File: src/rtl/sha256_msg_schedule.sv
`default_nettype none
// ============================================================================
// Module      : sha256_msg_schedule
// Description : SHA-256 message schedule generator. Loads sixteen 32-bit
//               message words M[0..15] into a 16-entry sliding window, then
//               emits ROUNDS schedule words W[0..ROUNDS-1] over a
//               valid/ready stream. Each accepted output shifts the window
//               down one slot and appends the next recurrence term.
// Revision    : 1.0 - initial release
// ----------------------------------------------------------------------------
// Parameters
//   ROUNDS      schedule words emitted per block (legal range 16..64)
// Ports
//   clk         sole clock, all state updates on the rising edge
//   reset       synchronous active-high reset
//   in_valid    upstream message word present
//   in_ready    block accepts a message word this cycle
//   in_data     message word M[i], big-endian word order
//   w_valid     schedule word W[t] present on w_data
//   w_ready     downstream stage accepts W[t]
//   w_data      schedule word W[t]
//   w_index     round index t of w_data
//   block_done  one-cycle pulse after W[ROUNDS-1] is accepted
//   sched_err   (only with SHA256_SCHED_ERR_EN) sticky flag, set when
//               in_valid is seen while the block is emitting
// Configuration
//   SHA256_SCHED_ERR_EN  define to add the sched_err output and its logic
// ============================================================================

module sha256_msg_schedule #(
  parameter int ROUNDS = 64
) (
  input  logic        clk,
  input  logic        reset,
  input  logic        in_valid,
  output logic        in_ready,
  input  logic [31:0] in_data,
  output logic        w_valid,
  input  logic        w_ready,
  output logic [31:0] w_data,
  output logic [5:0]  w_index,
  output logic        block_done
`ifdef SHA256_SCHED_ERR_EN
  ,
  output logic        sched_err
`endif
);

  typedef enum logic [0:0] {
    LOAD = 1'b0,
    EMIT = 1'b1
  } state_t;

  localparam logic [5:0] LAST_T    = 6'(ROUNDS - 1);
  localparam logic [3:0] LAST_LOAD = 4'd15;

  state_t      state;
  logic [3:0]  count;
  logic [5:0]  t;
  logic [31:0] win [16];   // win[0] is the oldest word and drives w_data
  logic        valid_q;
  logic        done_q;

  // Small sigma functions of the schedule recurrence (rotates are fixed
  // rewirings, so these reduce to XOR trees).
  function automatic logic [31:0] sigma0(input logic [31:0] x);
    return {x[6:0], x[31:7]} ^ {x[17:0], x[31:18]} ^ (x >> 3);
  endfunction

  function automatic logic [31:0] sigma1(input logic [31:0] x);
    return {x[16:0], x[31:17]} ^ {x[18:0], x[31:19]} ^ (x >> 10);
  endfunction

  // Next window entry. Relative to the word leaving at win[0] (W[t]), the
  // taps win[1], win[9], win[14] are W[t+1], W[t+9], W[t+14], which gives
  // W[t+16] by the standard recurrence.
  logic [31:0] w_next;
  assign w_next = sigma1(win[14]) + win[9] + sigma0(win[1]) + win[0];

  // in_ready is gated by reset directly so it reads 0 during every cycle in
  // which reset is asserted, including the first one, and rises in the
  // first cycle after release.
  assign in_ready   = (state == LOAD) && !reset;
  assign w_valid    = valid_q;
  assign w_data     = win[0];
  assign w_index    = t;
  assign block_done = done_q;

  always_ff @(posedge clk) begin
    if (reset) begin
      state   <= LOAD;
      count   <= 4'd0;
      t       <= 6'd0;
      valid_q <= 1'b0;
      done_q  <= 1'b0;
      for (int i = 0; i < 16; i++) begin
        win[i] <= 32'd0;
      end
    end else begin
      done_q <= 1'b0;
      case (state)
        LOAD: begin
          // in_ready is 1 throughout LOAD outside reset.
          if (in_valid) begin
            win[count] <= in_data;
            if (count == LAST_LOAD) begin
              state   <= EMIT;
              count   <= 4'd0;
              t       <= 6'd0;
              valid_q <= 1'b1;
            end else begin
              count <= count + 4'd1;
            end
          end
        end
        EMIT: begin
          // in_valid is ignored here; without w_ready everything holds.
          if (w_ready) begin
            for (int i = 0; i < 15; i++) begin
              win[i] <= win[i+1];
            end
            win[15] <= w_next;
            if (t == LAST_T) begin
              state   <= LOAD;
              t       <= 6'd0;
              valid_q <= 1'b0;
              done_q  <= 1'b1;
            end else begin
              t <= t + 6'd1;
            end
          end
        end
        default: begin
          state   <= LOAD;
          count   <= 4'd0;
          t       <= 6'd0;
          valid_q <= 1'b0;
        end
      endcase
    end
  end

`ifdef SHA256_SCHED_ERR_EN
  // Sticky protocol-violation flag: an upstream word offered while the
  // block cannot take it. Only reset clears it.
  logic err_q;
  assign sched_err = err_q;

  always_ff @(posedge clk) begin
    if (reset) begin
      err_q <= 1'b0;
    end else if (in_valid && (state == EMIT)) begin
      err_q <= 1'b1;
    end
  end
`endif

endmodule

`default_nettype wire
File: config.mk
export PLATFORM = sky130hd
export DESIGN_NAME = sha256_msg_schedule
export DESIGN_NICKNAME = d
export VERILOG_FILES = /design/src/rtl/sha256_msg_schedule.sv
export SDC_FILE = /design/constraint.sdc
export NUM_CORES = 1
export LEC_CHECK = 0
export ABC_CLOCK_PERIOD_IN_PS = 5450
export CAP_MARGIN = 10
export CORE_AREA = 4 4 226 228
export DETAILED_ROUTE_END_ITERATION = 12
export DIE_AREA = 0 0 230 232
export DONT_BUFFER_PORTS = 1
export PLACE_DENSITY = 0.73
export SLEW_MARGIN = 20
export SYNTH_ARGS = -nofsm -noshare
export SYNTH_HDL_FRONTEND = slang
export SYNTH_SLANG_ARGS = --single-unit
File: constraint.sdc
create_clock -name clk -period 5.45 [get_ports clk]
set_clock_uncertainty 0.1 [all_clocks]
set_input_delay 0.2725 -clock clk [delete_from_list [all_inputs] [get_ports clk]]
set_output_delay 0.2725 -clock clk [all_outputs]
set_load 0.01 [all_outputs]
After elaboration in Yosys (flattened, before gate mapping) --
Memories as Yosys holds them, arrays and structs flattened. Cells that the tools add are included. Widths: inputs -> output; s select.
Storage, ports and cells: register bits after elaboration 13, output and inout bits 41, memories kept 1, memory bits (writable) 512, input port bits 36
Memories:
- win | words 16, width 32, read ports 16, clocked after memory_dff 0, write ports 16, RTL line 60 | logic [31:0] win [16];
Cells by class: bitwise operators 22, multiplexer cells 46, equal/unequal tests 6, add/sub/neg operators 5, reductions and logical operators 7
Operators by type and width (count):
- $mux 32 | 17
- $add 32x32->32 | 3
- $xor 32x32->32 | 2
- $reduce_or 32->1 | 1
- $xor 32x22->32 | 1
- $xor 32x29->32 | 1
- $mux 6 | 4
- $mux 1 | 20
- $or 1x1->1 | 16
- $pmux 6 s2 | 1
- $mux 4 | 2
- $add 6x1->6 const B | 1
- $eq 6x6->1 const B | 1
- $add 4x1->4 const B | 1
- $eq 4x4->1 const B | 1
- $ne 2x1->1 const B | 2
- $ne 2x2->1 const B | 2
- $pmux 1 s2 | 2
- $reduce_and 4->1 | 1
- $reduce_and 3->1 | 1
- $reduce_or 3->1 | 1
- $not 1->1 | 2
- $reduce_and 2->1 | 1
- $logic_and 1x1->1 | 1
- $logic_not 1->1 | 1

Longest topological paths before layout --
Gate-level depths: netlist (run 1).
depth in word-level cells 6, depth in mapped cells 16, depth with buffers taken out 16

Worst setup path after synthesis (run 1) --
No wires, ideal clock.
path type reg-to-reg, start memory win[1][19], end memory win[15][21], data pin, stages on the path, launching flop included 15, path slack 1.541 ns, data arrival time 3.539 ns, cell sequence edfxtp_1 > xnor2_1 > xnor2_1 > fa_1 > inv_1 > fa_1 > inv_1 > ha_1 > a21o_1 > a311oi_2 > nor3b_1 > or3_4 > a311o_1 > nand4_1 > a21oi_1
RTL lines (RTL line):
- start, declared | 60

==> reports/metrics.yaml, run 1 <==
logic_synthesis:
  avgSynthCellArea_um2: 11.7
  synth-async-reset-ratio: 0
  synth_area_mm2: 0.0267
  synth_ff_type: "edfxtp_1"
  synth_seq_area_share: 0.585
  synthTopCellsByArea: "edfxtp_1 (58%), a22o_1 (10%), nand2_1 (5.5%)"
  ys_ff_latch: 525
  yosys_warnings: 0
  yosys.area.top_type: "edfxtp_1"
  syn_nets: 2411
  synth_edf_count: 512
  synthCells: 2277
  synth.distinct_cells: 65
  synth_top_area_frac: 0.575
cells_and_area:
  area_delta_synth_final_pct: 10.8
  final_nets: 2352
  fillers: 3828
  layout-drive-gt1-share: 0.0729
  final_util: 0.606
  final_cell_mix: "edfxtp_1 (512), nand2_1 (392), a22o_1 (320), o21ai_0 (190), inv_1 (152)"
  layout_commonest_cell: "edfxtp_1"
clock_network:
  cts-root-buf: "clkbuf_16"
  clk_pin_slew_worst_paths_ns: 0.06
  htreeDepth: 2
  cts_num_sinks: 525
  cts_buffers: 54
  cts_max_path_buffers: 3
  clock_latency_ns: 0.63
  hold_buffers: 48
  cts_setup_buffers: 0
  cts_tree: "built"
  cts_resized: 0
sta:
  fin_crit_sh: 0.862
  setup_viol: 0
  rsz0062_at_grt: "false"
  maxSlewViolCount: 0
  relSlewSlack: 0.184
  hold_viol: 0
  tightestPinTransition_ns: 1.22
  setup_tns_ns: 0
  max_freq_ghz: 0.213
  layout_min_cycle_time_ns: 4.70
global_routing:
  grt_pass1_wl_um: 126000
  antenna_found_initial: 8
  gr-usage-all-layers: 0.326
  grt_max_degree: 113
  grt_pass1_vias: 17700
  gr-total-overflow: 0
power:
  max-vdd-ir-drop_uv: 260
  p_leak_nw: 10.8
  p_per_area_mw_per_mm2: 482
route:
  via_count: 19000
  initialDrtViolationCount: 2785
  drt_pass1_iterations: 5
  drc: 0
  wire_per_inst_um: 30.0
  routed_via_density: 6.46
  totalWireLength_um: 88000
  antenna_left: 0
floorplan:
  die_x_um: 230
  initial_utilization: 0.547
  core_region_area_mm2: 0.0488
  die_y_um: 232
  dieArea_mm2: 0.0534
  io-pin-count: 77
  rows: 81
place:
  gp_congestion: 0.973
  dp_hpwl_um: 57400
  portBuffers: 0
job:
  drv_cap: 0
setup_path:
  critPathMaxFanout: 4
  cp.required_ns: 5.66
  cp-start-kind: "register"
  worstPathArrival_ns: 4.91
  endpoint_kind: "register"
  path_class: "register to register"
min_path:
  worstHoldPathType: "input pin to register"
run_status:
  status: "finished, final reports clean"
-- stage by stage --
stage	instance area, um2	hold slack [ns]	std cells	worst slack (ns)	power, W
2_1_floorplan	26700	0.350	2277	1.54	0.00873
3_5_place_dp	27200	0.260	2775	0.849	0.0103
3_3_place_gp	27200	0.256	2773	0.899	0.0103
4_1_cts	29500	0.00463	2924	0.804	0.0141
6_report	29600	0.0225	2933	0.752	0.0143
5_1_grt	29600	0.0261	2931	0.506	0.0150
-- worst paths after layout --
path                                start     endpoint  slack (ns)  cells past startpoint
worst max register to register  win[1][4]  win[15][25]        0.75                     17
worst min register to register    w_valid      w_valid        0.42                      2
worst max-delay path            win[1][4]  win[15][25]        0.75                     17
worst min-delay path                reset  win[15][22]        0.02                      3
-- worst max-delay path, stage by stage, from the launching register on --
cell and delay [ns]:
edfxtp_1 0.48, xnor2_1 0.18, xnor2_1 0.32, fa_1 0.49, inv_1 0.08, fa_1 0.41
inv_1 0.07, ha_1 0.16, inv_1 0.07, fa_1 0.44, nor2b_1 0.22, o2111ai_1 0.22
a211oi_2 0.39, o31ai_1 0.14, buf_4 0.19, a41oi_1 0.22, xnor2_1 0.14, o21ai_1 0.07
-- layout make-up --
type | instances | area [um2] | share of cell area
Antenna cell | 6 | 15.0 | 0.000507
Clock buffer | 66 | 1400 | 0.0472
Clock inverter | 35 | 338 | 0.0114
Inverter | 153 | 577 | 0.0195
Multi-Input combinational cell | 1397 | 9870 | 0.333
Sequential cell | 525 | 15600 | 0.528
Tap cell | 664 | 831 | 0.0281
Timing Repair Buffer | 87 | 953 | 0.0322
-- cells by family (layout without fill, tap and decap cells) --
| kind of cell | after synthesis | after routing | synth area share |
|---|---|---|---|
| compound gates | 633 | 633 | 0.170 |
| buf+inv | 355 | 341 | 0.0526 |
| xor+xnor | 141 | 141 | 0.0462 |
| mux | 2 | 2 | 0.000749 |
| fa+ha+maj | 98 | 98 | 0.0633 |
| other cells | 0 | 6 | 0 |
| flops | 525 | 525 | 0.585 |
| simple gates | 523 | 523 | 0.0823 |
-- registers in the layout (all words and copies together), names as in the netlist --
name and cells:
win 512, w_index 6, count 4, block_done 1, state 1, w_valid 1
-- power by group --
group / total (W) / leakage [nW] / switching [W] / internal [W]
clock: 0.00369 / 0.833 / 0.00162 / 0.00207
combinational: 0.00541 / 4.61 / 0.00348 / 0.00193
sequential: 0.00518 / 5.38 / 0.000262 / 0.00491
-- synthesized netlist by cell type (all sizes together), types with 5 or more instances --
cell type  count
nor2          43
o21ai        205
a22o         320
or3            5
buf           82
nor3          16
ha            36
a21o           7
fa            62
o21a           6
inv          153
nand3         21
nor2b          7
a21oi         55
dfxtp         13
edfxtp       512
xor2          21
xnor2        120
o31ai          7
nand4          7
clkbuf       120
nand2b        10
and3           9
nand2        392
-- layer usage --
| metal | GRT usage | up-vias | wire length (um) |
|---|---|---|---|
| met2 | 0.491 | 1243 | 38900 |
| met5 | 0 | - | 37 |
| met1 | 0.449 | 9408 | 34300 |
| met4 | 0.158 | 6 | 5410 |
| met3 | 0.0753 | 205 | 9320 |
| li1 | - | 8093 | - |
(Power assumes the default switching activity.)
==> run 2, diff against run 1 <==
--- a/config.mk
+++ b/config.mk
@@ -5,12 +5,13 @@
 export SDC_FILE = /design/constraint.sdc
 export NUM_CORES = 1
 export LEC_CHECK = 0
-export ABC_CLOCK_PERIOD_IN_PS = 5450
+export ABC_CLOCK_PERIOD_IN_PS = 5600
 export CAP_MARGIN = 10
 export CORE_AREA = 4 4 226 228
 export DETAILED_ROUTE_END_ITERATION = 12
 export DIE_AREA = 0 0 230 232
 export DONT_BUFFER_PORTS = 1
+export GPL_ROUTABILITY_DRIVEN = 0
 export PLACE_DENSITY = 0.73
 export SLEW_MARGIN = 20
 export SYNTH_ARGS = -nofsm -noshare
==> constraint.sdc (replaced) <==
create_clock -name clk -period 5.6 [get_ports clk]
set_clock_uncertainty 0.1 [all_clocks]
set_input_delay 0.28 -clock clk [delete_from_list [all_inputs] [get_ports clk]]
set_output_delay 0.28 -clock clk [all_outputs]
set_load 0.01 [all_outputs]
==> reports/metrics.yaml, run 2 (same netlist as run 1, synthesis figures left out) <==
run_status:
  status: "finished, final reports clean"  # unchanged
global_routing:
  grt_pass1_wl_um: 120000  # was 126,000 um
  gr-usage-all-layers: 0.304  # was 0.326
  grt_max_degree: 110  # was 113
  antenna_found_initial: 7  # was 8
  grt_pass1_vias: 17900  # was 17,700
  gr-total-overflow: 0  # unchanged
setup_path:
  path_class: "register to register"  # unchanged
  cp-start-kind: "register"  # unchanged
  worstPathArrival_ns: 4.79  # was 4.91 ns
  r2r_setup_slack_ns: 1.00  # was 0.75 ns
  reg2reg_from: "win[14][6]"  # was win[1][4]
  timing.rr.end: "win[15][26]"  # was win[15][25]
  endpoint_kind: "register"  # unchanged
  critPathMaxFanout: 6  # was 4
  cp.required_ns: 5.79  # was 5.66 ns
  r2r_cells: 13  # was 17
clock_network:
  clk_pin_slew_worst_paths_ns: 0.06  # about the same
  clock_latency_ns: 0.61  # was 0.63 ns
  cts_setup_buffers: 0  # unchanged
  cts_buffers: 52  # was 54
  cts-root-buf: "clkbuf_16"  # unchanged
  htreeDepth: 2  # unchanged
  cts_max_path_buffers: 3  # unchanged
  cts_tree: "built"  # unchanged
  cts_num_sinks: 525  # unchanged
cells_and_area:
  final_cell_mix: "edfxtp_1 (512), nand2_1 (392), a22o_1 (320), o21ai_0 (190), inv_1 (152)"  # unchanged
  largest_reg_flops: 512  # unchanged
  final_nets: 2349  # was 2,352
  instances_no_fill: 2924  # was 2,933
  area_delta_synth_final_pct: 10.3  # was 10.8%
  layout_commonest_cell: "edfxtp_1"  # unchanged
  top_register: "win"  # unchanged
  layout-drive-gt1-share: 0.0706  # was 0.0729
floorplan:
  io-pin-count: 77  # unchanged
  rows: 81  # unchanged
  initial_utilization: 0.547  # unchanged
  core_region_area_mm2: 0.0488  # unchanged
  die_x_um: 230  # unchanged
  die_y_um: 232  # unchanged
  dieArea_mm2: 0.0534  # unchanged
power:
  p_leak_nw: 10.8  # about the same
  p_per_area_mw_per_mm2: 458  # was 482 mW/mm2
  max-vdd-ir-drop_uv: 310  # was 260 uV
min_path:
  min_from: "reset"  # unchanged
  worstHoldPathType: "input pin to register"  # unchanged
  min_to: "win[15][28]"  # was win[15][22]
  min_path_cells: 3  # unchanged
sta:
  tightestPinTransition_ns: 1.30  # was 1.22 ns
  hold_viol: 0  # unchanged
  max_freq_ghz: 0.217  # was 0.213 GHz
  maxSlewViolCount: 0  # unchanged
  setup_viol: 0  # unchanged
  rsz0062_at_grt: "false"  # unchanged
  fin_crit_sh: 0.821  # was 0.862
  relSlewSlack: 0.132  # was 0.184
  layout_min_cycle_time_ns: 4.60  # was 4.70 ns
  final.setup.worst_slack_ns: 1.00  # was 0.752 ns
  setup_tns_ns: 0  # unchanged
place:
  place_ws_ns: 1.12  # was 0.849 ns
  dp_hpwl_um: 52700  # was 57,400 um
  placed_cells: 2770  # was 2,775
  portBuffers: 0  # unchanged
route:
  antenna_left: 0  # unchanged
  totalWireLength_um: 82100  # was 88,000 um
  via_count: 18900  # was 19,000
  routed_via_density: 6.46  # about the same
  drt_pass1_iterations: 6  # was 5
  drc: 0  # unchanged
  wire_per_inst_um: 28.1  # was 30.0 um
  initialDrtViolationCount: 3263  # was 2,785
job:
  drv_cap: 0  # unchanged
## run 2: cell count changes in the layout (fill, tap and decap cells not counted), sizes merged
cell	before	now
diode	6	7
clkbuf	66	61
inv	155	154
bufinv	5	2
buf	49	48
clkinvlp	4	1
clkinv	24	27
## run 2: worst max-delay path: stages, from the launching register on
cell	delay (ns)
edfxtp_1	0.52
xnor2_1	0.38
xnor2_1	0.19
fa_1	0.54
inv_1	0.06
fa_1	0.49
inv_1	0.05
ha_1	0.44
a21oi_1	0.14
o21ai_0	0.54
a31o_2	0.24
a41oi_1	0.05
xnor2_1	0.39
o21ai_0	0.17
## run 2: metal layers
layer | routed length [um] | track usage | share of wire | vias to the layer above
li1 | - | - | - | 8077
met1 | 29600 | 0.408 | 0.36 | 9181
met2 | 36400 | 0.462 | 0.44 | 1353
met3 | 10100 | 0.0628 | 0.12 | 271
met4 | 6000 | 0.180 | 0.073 | 2
met5 | 7 | 0 | 0.000085 | -
## run 2: final cells by class
type | count | area (um2)
diodes | 7 | 17.5
clock buffers | 61 | 1360
clock inverters | 31 | 228
fillers | 3713 | 19400
inverters | 153 | 577
multi-input cells | 1397 | 9860
flip-flops and latches | 525 | 15600
well taps | 664 | 831
repair buffers | 86 | 993
## run 2: worst max path at each step
stage	cells past startpoint	start	slack, ns	to
6_report	13	win[14][6]	1.00	win[15][26]
5_1_grt	16	win[1][8]	0.80	win[15][25]
4_1_cts	16	win[1][4]	1.09	win[15][25]
3_5_place_dp	16	win[1][4]	1.12	win[15][25]
3_3_place_gp	14	win[14][31]	1.25	win[15][26]
2_1_floorplan	14	win[1][19]	1.69	win[15][21]
## run 2: timing repair
action                                 in CTS  in global routing
endpoints found under the hold margin     523                  0
gates resized for setup                     0                  0
hold buffers                               47                  0
## run 2: stage by stage
stage	hold WS (ns)	total power [W]	util	area, um2
finish	0.0320	0.0135	0.604	29500
global route	0.0419	0.0141	0.604	29500
floorplan	0.357	0.00850	-	26700
detailed placement	0.273	0.00984	0.556	27200
global placement	0.268	0.00972	0.556	27200
CTS	0.0107	0.0133	0.599	29300
## run 2: report_power, final
| part | switching, W | leakage (nW) | internal [W] |
|---|---|---|---|
| Combinational | 0.00327 | 4.63 | 0.00187 |
| Sequential | 0.000278 | 5.38 | 0.00478 |
| Clock | 0.00149 | 0.775 | 0.00182 |
| Total | 0.00503 | 10.8 | 0.00847 |
